`src/rtl/seq_mag_comparator.sv`:
```
// Multi-cycle magnitude comparator, CHUNK bits per cycle, MS chunk first.
// Early exit on first differing chunk; optional two's-complement mode.
module seq_mag_comparator #(
  parameter int WIDTH = 16,
  parameter int CHUNK = 4
) (
  input  logic             clk,
  input  logic             rst_n,
  input  logic             start,
  input  logic [WIDTH-1:0] a,
  input  logic [WIDTH-1:0] b,
  input  logic             signed_mode,
  output logic             busy,
  output logic             done,
  output logic             eq,
  output logic             lt,
  output logic             gt
);

  localparam int N  = WIDTH / CHUNK;
  localparam int CW = (N > 1) ? $clog2(N) : 1;
  localparam logic [CW-1:0] LAST = CW'(N - 1);

  if ((WIDTH % CHUNK) != 0 || CHUNK < 1) begin : g_bad_param
    $error("WIDTH must be a positive multiple of CHUNK");
  end

  typedef enum logic {
    IDLE,
    RUN
  } state_t;

  state_t           state_q;
  logic [WIDTH-1:0] a_q;
  logic [WIDTH-1:0] b_q;
  logic             sm_q;
  logic [CW-1:0]    cnt_q;
  logic             busy_q;
  logic             done_q;
  logic             eq_q;
  logic             lt_q;
  logic             gt_q;

  logic [CHUNK-1:0] ca_d;
  logic [CHUNK-1:0] cb_d;
  logic             c_lt_d;
  logic             c_gt_d;
  logic             last_d;

  // Top chunk compare; sign bits flipped on chunk 0 for signed mode
  always_comb begin
    ca_d = a_q[WIDTH-1 -: CHUNK];
    cb_d = b_q[WIDTH-1 -: CHUNK];
    if (sm_q && cnt_q == '0) begin
      ca_d[CHUNK-1] = ~ca_d[CHUNK-1];
      cb_d[CHUNK-1] = ~cb_d[CHUNK-1];
    end
    c_lt_d = ca_d < cb_d;
    c_gt_d = ca_d > cb_d;
    last_d = cnt_q == LAST;
  end

  // Control FSM with operand shifting and registered results
  always_ff @(posedge clk or negedge rst_n) begin
    if (!rst_n) begin
      state_q <= IDLE;
      a_q     <= '0;
      b_q     <= '0;
      sm_q    <= 1'b0;
      cnt_q   <= '0;
      busy_q  <= 1'b0;
      done_q  <= 1'b0;
      eq_q    <= 1'b0;
      lt_q    <= 1'b0;
      gt_q    <= 1'b0;
    end else begin
      done_q <= 1'b0;
      unique case (state_q)
        IDLE: begin
          if (start) begin
            a_q     <= a;
            b_q     <= b;
            sm_q    <= signed_mode;
            cnt_q   <= '0;
            busy_q  <= 1'b1;
            state_q <= RUN;
          end
        end
        RUN: begin
          if (c_lt_d || c_gt_d) begin
            eq_q    <= 1'b0;
            lt_q    <= c_lt_d;
            gt_q    <= c_gt_d;
            done_q  <= 1'b1;
            busy_q  <= 1'b0;
            state_q <= IDLE;
          end else if (last_d) begin
            eq_q    <= 1'b1;
            lt_q    <= 1'b0;
            gt_q    <= 1'b0;
            done_q  <= 1'b1;
            busy_q  <= 1'b0;
            state_q <= IDLE;
          end else begin
            a_q   <= a_q << CHUNK;
            b_q   <= b_q << CHUNK;
            cnt_q <= cnt_q + CW'(1);
          end
        end
      endcase
    end
  end

  assign busy = busy_q;
  assign done = done_q;
  assign eq   = eq_q;
  assign lt   = lt_q;
  assign gt   = gt_q;

endmodule

```
`config.mk`:
```
export PLATFORM = sky130hd
export DESIGN_NAME = seq_mag_comparator
export DESIGN_NICKNAME = d
export VERILOG_FILES = /design/src/rtl/seq_mag_comparator.sv
export SDC_FILE = /design/constraint.sdc
export NUM_CORES = 1
export LEC_CHECK = 0
export CAP_MARGIN = 20
export CORE_MARGIN = 8
export CORE_UTILIZATION = 54
export CTS_CLUSTER_DIAMETER = 40
export CTS_CLUSTER_SIZE = 20
export DETAILED_ROUTE_END_ITERATION = 7
export GPL_TIMING_DRIVEN = 0
export HOLD_SLACK_MARGIN = 0.02
export PLACE_DENSITY = 0.84
export SYNTH_ARGS = -nofsm -noshare
export SYNTH_HDL_FRONTEND = slang
export SYNTH_SLANG_ARGS = --single-unit
```
`constraint.sdc`:
```
create_clock -name clk -period 5.2 [get_ports clk]
set_clock_uncertainty 0.1 [all_clocks]
set_input_delay 1.56 -clock clk [delete_from_list [all_inputs] [get_ports clk]]
set_output_delay 1.56 -clock clk [all_outputs]
set_load 0.03 [all_outputs]
```
==> run metrics <==
die area ~5800 µm²; Setup-failing EPs final 0; Power Density 371 nW/µm²; Cell Area, Synth 1950 µm²; CTS tree yes; post-route insts no fill approximately 300; number of vias per cell 5.84; placed inst area 2420 µm²; status completed; WL/cell around 16 µm; leakage power 1.02 nW; synth warn 0; GRT overflow 0; Critical Path AT roughly 1.4 ns; Synth Instances 198; global placement routability congestion 0.805; number of buffers created by CTS 5; port bufs 39; Crit Reg-Reg Startpoint a_q[13]; Metal-1 WL 2080 µm; antenna-violating nets left 0; post-CTS sizing 0; Avg Cell Area, Syn 9.87 µm²; met2 wire length 2340 µm; num rows 22; WP data required 3.54 ns; First-pass DRT Iterations 4; io pins 41; cell count after placement 286; total number of vias approximately 1700; Least-Margin Pin Slew ~0.55 ns; DR WL met3 311 µm; Final #Nets 286; hold_buf cts 0; Slew headroom ~64%; commonest non-fill, non-tap cell in the layout dfrtp_1; min-delay worst type flip-flop to flip-flop; crit path time final 3.07 ns; dpl ws 2.27 ns; number of global-route vias before repair 1767; Final Max Slew Viols 0; final worst-path cycle share slightly below 60%; HPWL Detailed 3480 µm; CP max stage delay 0.68 ns; Final Hold Fails 0; fraction of layout cells with a size suffix above 1 7.32%; register area share after synthesis 52.5%; Hold Path Origin gt; number of clock sinks 41; CTS Root Cell clkbuf_4; RSZ-0062 raised after global routing no; Die Wd around 76 µm; initial detailed-routing violation count 110; Initial Util 54.6%; asr flop ratio synth 100%; Worst-Skew Late Latency 0.35 ns; initial antenna violation count 0; Net Count, Synth 239; clock buffer depth 2; Max Cap Violations 0; worst vdd ir between 0.2 and 0.25 mV; Clk pin slew, worst setup/hold paths approximately 0.12 ns; setup_tns 0 ns; worst path buffer plus inverter count 1; Setup CP Type flip-flop to output pin; Core Area between 3000 and 4000 µm²; Top Metal Used met4; post-route cell area 2490 µm²; Critical-path top delay cell clkdlybuf4s50_1; most frequent cells in the layout 41 x dfrtp_1, 38 x clkdlybuf4s50_1, 23 x nand2_1; Post-CTS Setup Repair Bufs 0; Syn-to-layout area delta 27.4%; CP startpoint busy; Fmax 325 MHz; Yosys reg bits 41; ANT cells 0; total track usage 17.0%; number of flops mapped to enable cells by yosys 0; H-tree depth 2; final WL 4830 µm; Critical Path Fanout Max 3; Synth cell types 31; Most used DFF post-synth dfrtp_1; Worst Setup End Kind output pin; Top delay family on crit path buffers and inverters; post-route setup slack 2.13 ns; critical path cell sequence clkdlybuf4s50_1; DRC viols 0; die span in y 76.2 µm; first-pass GRT wire length about 8100 µm; largest net degree at the start of global routing 35; crit start category flip-flop
[metal layers]
| metal | vias to the layer above | global-route usage (%) |
|---|---|---|
| met5 | - | 0 |
| met2 | 68 | 27.8 |
| li1 | 819 | - |
| met4 | 0 | 7.69 |
| met3 | 9 | 4.36 |
| met1 | 820 | 20.4 |
[final cells by class]
class / instances / area (µm²)
clock inverter: 1 / 5.00
multi-input combinational: 134 / 818
tap: 48 / 60.1
sequential: 41 / 1030
fill: 299 / 1090
buffer: 16 / 83.8
clock buffer: 7 / 65.1
timing repair buffer: 40 / 405
inverter: 7 / 26.3
[synth_stat cells, drive strengths merged (2+ instances only)]
cell,count,area (µm²)
buf,7,50.1
nor2,21,78.8
a211oi,17,128
nor2b,3,18.8
ha,5,62.6
nand2b,2,12.5
inv,7,26.3
mux2i,4,40.0
o22ai,20,125
nand3,2,10.0
a31oi,2,12.5
o21ai,13,65.1
o32ai,4,35.0
clkbuf,9,33.8
nand2,23,86.3
a21oi,6,30.0
dfrtp,41,1030
[power by group]
part / switching, W / leakage, nW / total, W / internal (W)
logic: 0.000165 / 0.503 / 0.000296 / 0.000131
registers: 0.0000485 / 0.479 / 0.000445 / 0.000397
clock network: 0.000103 / 0.0413 / 0.000182 / 0.0000785
[sequential cells by signal, indices dropped and copies added (netlist names)]
| register | flops |
|---|---|
| a_q | 16 |
| gt | 1 |
| state_q | 1 |
| done | 1 |
| eq | 1 |
| lt | 1 |
| sm_q | 1 |
| busy | 1 |
| cnt_q | 2 |
| b_q | 16 |
[cell families after synthesis]
family	Yosys count	synth area share (%)
multiplexers	4	2.05
buffers and inverters	23	5.63
adder cells (fa/ha/maj)	5	3.20
AND/OR/NAND/NOR	54	11.5
flip-flops	41	52.5
XOR/XNOR	1	0.448
AO/OA/AOI/OAI	70	24.7
[final timing paths]
check	cells past startpoint	slack [ns]	end
max reg2reg	8	2.86	a_q[15]
min reg2reg	1	0.40	gt
max in group asynchronous	2	3.64	b_q[11]
min	1	0.40	gt
min in group asynchronous	1	0.93	done
max	1	2.13	busy
[metrics by stage]
| stage | util, % | hold slack (ns) | power [W] |
|---|---|---|---|
| global route | 69.6 | 0.418 | 0.000977 |
| global placement | 67.2 | 0.376 | 0.000733 |
| detailed placement | 67.6 | 0.380 | 0.000746 |
| finish | 69.6 | 0.400 | 0.000923 |
| CTS | 69.6 | 0.407 | 0.000925 |
| floorplan | - | 0.369 | 0.000637 |
Power figures use the tool's default switching activity.
